[config.mk]
export PLATFORM = sky130hd
export DESIGN_NAME = cpu_sequencer
export DESIGN_NICKNAME = d
export VERILOG_FILES = /design/src/rtl/cpu_sequencer.sv
export SDC_FILE = /design/constraint.sdc
export NUM_CORES = 1
export LEC_CHECK = 0
export ABC_CLOCK_PERIOD_IN_PS = 3150
export CAP_MARGIN = 20
export CORE_MARGIN = 2
export CORE_UTILIZATION = 30
export CTS_BUF_LIST = sky130_fd_sc_hd__clkbuf_4 sky130_fd_sc_hd__clkbuf_8 sky130_fd_sc_hd__clkbuf_16
export DETAILED_ROUTE_END_ITERATION = 16
export PLACE_DENSITY = 0.67
export SLEW_MARGIN = 10
export SYNTH_ARGS = -nofsm -noshare
export SYNTH_HDL_FRONTEND = slang
export SYNTH_SLANG_ARGS = --single-unit
export TNS_END_PERCENT = 20
[constraint.sdc]
create_clock -name clk -period 3.15 [get_ports clk]
set_clock_uncertainty 0.1 [all_clocks]
set_input_delay 0.4725 -clock clk [delete_from_list [all_inputs] [get_ports clk]]
set_output_delay 0.4725 -clock clk [all_outputs]
set_load 0.01 [all_outputs]
[src/rtl/cpu_sequencer.sv]
// Multi-cycle control FSM: fetch/decode/exec/mem/pc-inc over a req/ack memory port; 4 cycles ALU/LDI/NOP, 5 LD/ST, 3 JMP at 1-cycle ack.
// Memory backpressure: FETCH and MEM hold mem_req until mem_ack; reset kills all strobes combinationally.
module cpu_sequencer #(
    parameter logic [15:0] RESET_PC = 16'h0100,
    parameter int          CNT_W    = 16
) (
    input  logic             clk,
    input  logic             reset,
    input  logic [15:0]      pc,
    input  logic [15:0]      mem_rdata,
    input  logic             mem_ack,
    output logic             mem_req,
    output logic             mem_we,
    output logic             mem_addr_sel,
    output logic [3:0]       rf_sel0,
    output logic [3:0]       rf_sel1,
    output logic [3:0]       rf_write_address,
    output logic             rf_write_en,
    output logic [1:0]       rf_data_sel,
    output logic [3:0]       alu_op,
    output logic             halted,
    output logic             illegal,
    output logic             retired,
    output logic [CNT_W-1:0] retire_count
);

    typedef enum logic [2:0] {
        S_FETCH, S_DECODE, S_EXEC, S_MEM, S_PC_INC, S_HALT
    } state_t;

    localparam logic [3:0] OP_LDI  = 4'h8;
    localparam logic [3:0] OP_LD   = 4'h9;
    localparam logic [3:0] OP_ST   = 4'hA;
    localparam logic [3:0] OP_JMP  = 4'hC;
    localparam logic [3:0] OP_HALT = 4'hF;
    localparam logic [3:0] R_PC    = 4'hF;

    state_t      state, state_nxt;
    logic [15:0] ir;
    logic [3:0]  op, rd;
    logic        fsm_req, fsm_we, fsm_wen, fsm_ret, fsm_ill;

    // PC is owned by the regfile; the sequencer only steers writes to r15.
    logic unused_pc;
    assign unused_pc = ^{pc, RESET_PC};

    assign op      = ir[15:12];
    assign rd      = ir[11:8];
    assign rf_sel0 = ir[7:4];
    assign rf_sel1 = ir[3:0];

    assign mem_req     = fsm_req & ~reset;
    assign mem_we      = fsm_we  & ~reset;
    assign rf_write_en = fsm_wen & ~reset;
    assign retired     = fsm_ret & ~reset;
    assign illegal     = fsm_ill & ~reset;

    always_ff @(posedge clk) begin
        if (reset) begin
            state        <= S_FETCH;
            ir           <= '0;
            retire_count <= '0;
        end else begin
            state <= state_nxt;
            if (state == S_FETCH && mem_ack)
                ir <= mem_rdata;
            if (fsm_ret)
                retire_count <= retire_count + {{(CNT_W-1){1'b0}}, 1'b1};
        end
    end

    always_comb begin
        state_nxt        = state;
        fsm_req          = 1'b0;
        fsm_we           = 1'b0;
        fsm_wen          = 1'b0;
        fsm_ret          = 1'b0;
        fsm_ill          = 1'b0;
        mem_addr_sel     = 1'b0;
        rf_write_address = rd;
        rf_data_sel      = 2'd0;
        alu_op           = op;
        halted           = 1'b0;
        case (state)
            S_FETCH: begin
                fsm_req = 1'b1;
                if (mem_ack)
                    state_nxt = S_DECODE;
            end
            S_DECODE: state_nxt = S_EXEC;
            S_EXEC: begin
                case (op)
                    4'h1, 4'h2, 4'h3, 4'h4, 4'h5, 4'h6, 4'h7, OP_LDI: begin
                        fsm_wen     = 1'b1;
                        rf_data_sel = (op == OP_LDI) ? 2'd3 : 2'd0;
                        // A write straight into r15 is a jump: skip the increment.
                        if (rd == R_PC) begin
                            fsm_ret   = 1'b1;
                            state_nxt = S_FETCH;
                        end else begin
                            state_nxt = S_PC_INC;
                        end
                    end
                    OP_LD, OP_ST: state_nxt = S_MEM;
                    OP_JMP: begin
                        fsm_wen          = 1'b1;
                        rf_write_address = R_PC;
                        rf_data_sel      = 2'd0;
                        alu_op           = 4'hF;
                        fsm_ret          = 1'b1;
                        state_nxt        = S_FETCH;
                    end
                    OP_HALT: begin
                        fsm_ret   = 1'b1;
                        state_nxt = S_HALT;
                    end
                    4'hB, 4'hD, 4'hE: begin
                        fsm_ill   = 1'b1;
                        state_nxt = S_PC_INC;
                    end
                    default: state_nxt = S_PC_INC;
                endcase
            end
            S_MEM: begin
                fsm_req      = 1'b1;
                mem_addr_sel = 1'b1;
                fsm_we       = (op == OP_ST);
                if (mem_ack) begin
                    if (op == OP_LD) begin
                        fsm_wen     = 1'b1;
                        rf_data_sel = 2'd1;
                        if (rd == R_PC) begin
                            fsm_ret   = 1'b1;
                            state_nxt = S_FETCH;
                        end else begin
                            state_nxt = S_PC_INC;
                        end
                    end else begin
                        state_nxt = S_PC_INC;
                    end
                end
            end
            S_PC_INC: begin
                fsm_wen          = 1'b1;
                rf_write_address = R_PC;
                rf_data_sel      = 2'd2;
                fsm_ret          = 1'b1;
                state_nxt        = S_FETCH;
            end
            S_HALT: halted = 1'b1;
            default: state_nxt = S_FETCH;
        endcase
    end

endmodule
# ---- Word-level counts from Yosys, hierarchy flattened
# Index checks and enable logic that the tools add are counted.
dict set report classes {
  addsub 1
  n_eq_ne 23
  mux 30
  bitwise_logic 7
  reduce_logical 9
}
# cell count
set op_table {}
lappend op_table {{$eq 4x4->1 const B} 9}
lappend op_table {{$add 16x1->16 const B} 1}
lappend op_table {{$eq 4x3->1 const B} 4}
lappend op_table {{$pmux 3 s5} 1}
lappend op_table {{$mux 1} 14}
lappend op_table {{$mux 3} 4}
lappend op_table {{$mux 4} 3}
lappend op_table {{$pmux 3 s4} 1}
lappend op_table {{$reduce_or 9->1} 1}
lappend op_table {{$eq 4x2->1 const B} 2}
lappend op_table {{$pmux 4 s2} 1}
lappend op_table {{$reduce_or 8->1} 1}
lappend op_table {{$eq 3x2->1 const B} 2}
lappend op_table {{$eq 3x3->1 const B} 2}
lappend op_table {{$pmux 1 s3} 2}
lappend op_table {{$pmux 2 s3} 1}
lappend op_table {{$reduce_or 2->1} 3}
lappend op_table {{$and 1x1->1} 5}
lappend op_table {{$eq 4x1->1 const B} 1}
lappend op_table {{$mux 2} 2}
lappend op_table {{$ne 2x2->1 const B} 2}
lappend op_table {{$eq 3x1->1 const B} 1}
lappend op_table {{$logic_not 3->1} 1}
lappend op_table {{$reduce_and 3->1} 1}
lappend op_table {{4 further kinds} 5}
dict set report word_totals {
  regBits 35
  out_inout_bits 41
  word_cells 73
}

# ---- Logic depth before layout (Yosys ltp)
dict set report depth {
  ltp_word 6
  ltp_mapped 6
  depth_no_buf 5
}

# ---- Least setup slack after synthesis
# OpenSTA, ideal clock, no wires.
dict set report synth_timing {
  kind {register to output}
  from {reg ir[12]}
  to {out retired}
  t_arrival_ps 1451
  required_time_ps 2577
  setup_slack_ps 1127
  stages_incl_launch_ff 6
  path_buffers 1
  path_cell_list {dfxtp_1 buf_6 or3_1 a21o_4 and3_4 o221a_2}
}
dict set report synth_between {
  elab_chain_len 5
}
# element line
set synth_lines {}
lappend synth_lines {{start: declaration} 39} ;# logic [15:0] ir;
lappend synth_lines {{start signal: assignment} 66} ;# ir <= mem_rdata;
lappend synth_lines {{$eq 4x4->1 (tied with other cells)} 92} ;# case (op)
lappend synth_lines {{$reduce_or 8->1 (tied with other cells)} 92}
lappend synth_lines {{$pmux 1 s2 or $mux 1 (tied branches)} {92, 128}}
lappend synth_lines {{$pmux 1 s3 (*)} 84} ;# case (state)
lappend synth_lines {{$and 1x1->1 (*)} 55} ;# assign retired = fsm_ret & ~reset;
lappend synth_lines {{end: declaration} 23} ;# output logic retired,
# Mark *: on every way between the ends. The rest lies on a longest branch, timed or not.

# ---- Worst setup path in the final report
dict set report layout_timing {
  from {reg state[1]}
  to {out retired}
}
dict set report layout_between {
  elab_chain_len 3
}
# element line
set layout_lines {}
lappend layout_lines {{start: declaration} 38} ;# state_t state, state_nxt;
lappend layout_lines {{start signal: assignment} 64} ;# state <= state_nxt;
lappend layout_lines {{$eq 3x3->1 or $eq 3x2->1 (tied branches)} 84}
lappend layout_lines {{$pmux 1 s3 (*)} 84}
lappend layout_lines {{$and 1x1->1 (*)} 55}
# Marks and branches as above.

==> metrics.md <==
| Metric | Value |
|---|---|
| Run status | finished, final reports clean |
| Synthesized netlist cell count | around 270 |
| # DRC | 0 |
| GRT Total Usage | between 10 and 15% |
| Vias in the first global route | around 1800 |
| Number of fill cells | ~710 |
| Power per Cell Area | roughly 350 nW/um^2 |
| Nets | around 350 |
| Global-route wire length before repair | between 8000 and 9000 um |
| Achievable Freq | about 340 MHz |
| Met1 capacity usage during global routing | about 17% |
| Number of setup violations in the final report | 0 |
| Via density per instance | around 4.7 |
| Deepest level of the CTS H-tree | 2 |
| Inserted Clock Buffers | 5 |
| Clk slew on worst S/H paths | around 0.07 ns |
| Max Transition Viols Final | 0 |
| Cell Area, Synth | between 2000 and 2500 um^2 |
| Max IR drop VDD | 0.161 mV |
| Number of synthesized register bits | 35 |
| Hold Path Class | reg2reg |
| Setup repair after global routing missed its margin | false |
| Cell variety after synth | 47 |
| Final hold violations | 0 |
| Leak pwr | around 1.1 nW |
| Critical path launch point type | flop |
| Die area | a little under 8000 um^2 |
| Number of iterations in the first detailed-routing pass | 4 |
| # Max-Cap Violations | 0 |
| Placement Rows | 30 |
| Max-slew headroom | about three fifths |
| Starting DRT DRC Count | slightly below 90 |
| Count of synthesis-stage warnings from yosys | 0 |
| Horizontal extent of the die | 88.2 um |
| Number of antenna-violating nets in the routed design | 0 |
| Initial Util | between 30% and 40% |
| EDFF count, synth | 0 |
| Total number of vias | around 1900 |
| Met2 track demand over resource | a little over a fifth |
| Number of antenna cells inserted | 0 |
| Cell types with the highest counts after synthesis | sky130_fd_sc_hd__nand2_1 (42), sky130_fd_sc_hd__dfxtp_1 (35), sky130_fd_sc_hd__a21oi_1 (34) |
| CTS resizes | 0 |
| Proportion of synthesized chip area in sequential cells | between 30% and 40% |
| Clk sinks | 35 |
| Area overhead of the layout relative to synthesis | 32.4% |
| Setup fix buffers added after clock tree synthesis | 0 |
| Maximum number of pins on one net before global-route repair | 34 |
| Area of the core | about 6800 um^2 |
| Hold_buf cts | 0 |
| Avg WL per Cell | ~12 um |
| Most instantiated flip-flop cell in the synthesis netlist | sky130_fd_sc_hd__dfxtp_1 |
| Avg Synthesized Cell Area | 7.94 um^2 |
| CTS tree | done |
| Worst-Skew Late Latency | about 0.28 ns |
| Util after Layout | between 40% and 50% |
| Count of input and output buffers | 59 |
| Tcrit/Tclk final | 93.0% |
| Root buffer cell | sky130_fd_sc_hd__clkbuf_8 |
| Cell accounting for the most synthesized area | sky130_fd_sc_hd__dfxtp_1 |
| Data required time at the worst endpoint | roughly 2.6 ns |
| R2R cell count | 5 |
| Total overflow reported by the global router | 0 |
| Total wirelength of the detailed-routed design | a little under 5000 um |
| Leading post-synthesis cells by cell area | sky130_fd_sc_hd__dfxtp_1 (33%), sky130_fd_sc_hd__a21oi_1 (8.0%), sky130_fd_sc_hd__nand2_1 (7.4%) |
| Post-synthesis net count | just over 300 |
| Min cycle time layout | 2.93 ns |
| Most instantiated library cell after synthesis | sky130_fd_sc_hd__nand2_1 |
| Met3 usage in global routing | around 2.8% |
| HPWL reported at the end of detailed placement | ~3600 um |
| Routability-driven placement congestion ratio | about 0.81 |
| Arrival time of data at the critical path endpoint | 2.36 ns |
| Ratio of cells with drive above 1 in the final layout | between 10% and 20% |
| Fraction of post-synthesis cell area in the top cell type by area | 32.9% |
| Tightest Pin Transition | 0.626 ns |
| Final worst hold slack | ~0.36 ns |
| Die boundary height | approximately 88 um |
| Setup TNS after final layout | 0 ns |
| # IOs | 76 |
| CTS max path bufs | 2 |
| Most congested layer reported by global routing | met2 |
| Number of antenna violations at the first check in global routing | 0 |
| WHS Path Cells | 2 |
| Worst setup EP type | output port |
| Setup Crit Path Kind | reg2out |
| Crit-path max FO | 11 |
| Share of async-settable or async-resettable flops after synthesis | 0% |
[power by group]
part,switching (mW),internal [mW],total (mW)
combinational,0.0830,0.0927,0.176
clock,0.164,0.173,0.337
sequential,0.0238,0.460,0.483
total,0.271,0.725,0.996
[placed cells by master (no fill, tap or decap), types with 3 or more instances in the layout]
master                            netlist  final
sky130_fd_sc_hd__a21boi_1               4      4
sky130_fd_sc_hd__a21oi_1               34     34
sky130_fd_sc_hd__and3_1                 4      4
sky130_fd_sc_hd__and4_1                 3      3
sky130_fd_sc_hd__buf_4                 10      6
sky130_fd_sc_hd__clkbuf_8               0      5
sky130_fd_sc_hd__clkdlybuf4s50_1        0     58
sky130_fd_sc_hd__dfxtp_1               35     35
sky130_fd_sc_hd__inv_1                  4      4
sky130_fd_sc_hd__mux2_1                 6      6
sky130_fd_sc_hd__mux2_2                 7      7
sky130_fd_sc_hd__nand2_1               42     42
sky130_fd_sc_hd__nand2b_1               3      3
sky130_fd_sc_hd__nand3_1               10     10
sky130_fd_sc_hd__nor2_1                19     19
sky130_fd_sc_hd__nor2b_1               18     18
sky130_fd_sc_hd__nor3_1                 6      6
sky130_fd_sc_hd__o21ai_0                7      7
sky130_fd_sc_hd__or2_2                  4      4
[path summary, 6_finish.rpt]
kind | startpoint | slack (ns) | endpoint
worst max-delay path | state[1]$_SDFFE_PP0P_ | 0.22 | retired
worst max register to register | state[2]$_SDFFE_PP0P_ | 1.08 | retire_count[15]$_SDFFE_PP0P_
worst min-delay path | ir[7]$_SDFFE_PP0P_ | 0.36 | ir[7]$_SDFFE_PP0P_
worst min register to register | ir[7]$_SDFFE_PP0P_ | 0.36 | ir[7]$_SDFFE_PP0P_
[state kept, by name, indices dropped and copies added, names as in the netlist]
| signal | count |
|---|---|
| retire_count | 16 |
| state | 3 |
| ir | 16 |
[logic make-up (layout without fill, tap and decap cells)]
family,count (synthesis),after routing,synth area share [%]
compound gates,60,60,17.4
xor+xnor,2,2,0.823
fa+ha+maj,1,1,0.588
buf+inv,31,77,7.76
flops,35,35,32.9
mux,14,14,7.35
simple gates,125,125,33.2
[layout make-up]
type	count	area (um^2)	area share, %
clock inverters	1	5.00	0.178
inverters	4	15.0	0.533
clock buffers	7	83.8	2.98
flip-flops and latches	35	701	24.9
multi-input cells	202	1260	44.8
well taps	96	120	4.26
repair buffers	65	631	22.4
[metrics by stage]
| stage | cells | area [um^2] | total power, mW | setup slack (ns) |
|---|---|---|---|---|
| floorplan | 268 | 2130 | 0.600 | 1.13 |
| global placement | 402 | 2730 | 0.668 | 0.290 |
| detailed placement | 402 | 2730 | 0.671 | 0.255 |
| CTS | 410 | 2820 | 1.01 | 0.198 |
| global route | 410 | 2820 | 1.05 | 0.0810 |
| finish | 410 | 2820 | 0.996 | 0.220 |
[worst max-delay path, stage by stage, from the launching register on]
cell and delay [ns]:
sky130_fd_sc_hd__dfxtp_1 0.54, sky130_fd_sc_hd__nor3b_4 0.34, sky130_fd_sc_hd__o21a_2 0.26, sky130_fd_sc_hd__and3_4 0.22, sky130_fd_sc_hd__o221a_2 0.18, sky130_fd_sc_hd__clkdlybuf4s50_1 0.53
[routing by layer]
metal / vias to the layer above / part of all wire [%] / wire (um)
met5: - / 0 / 0
met4: 0 / 1.3 / 63
met3: 5 / 4.1 / 204
met2: 37 / 46 / 2300
met1: 878 / 48 / 2410
li1: 1004 / - / -
Note: power is estimated with default switching activity, not from simulation.
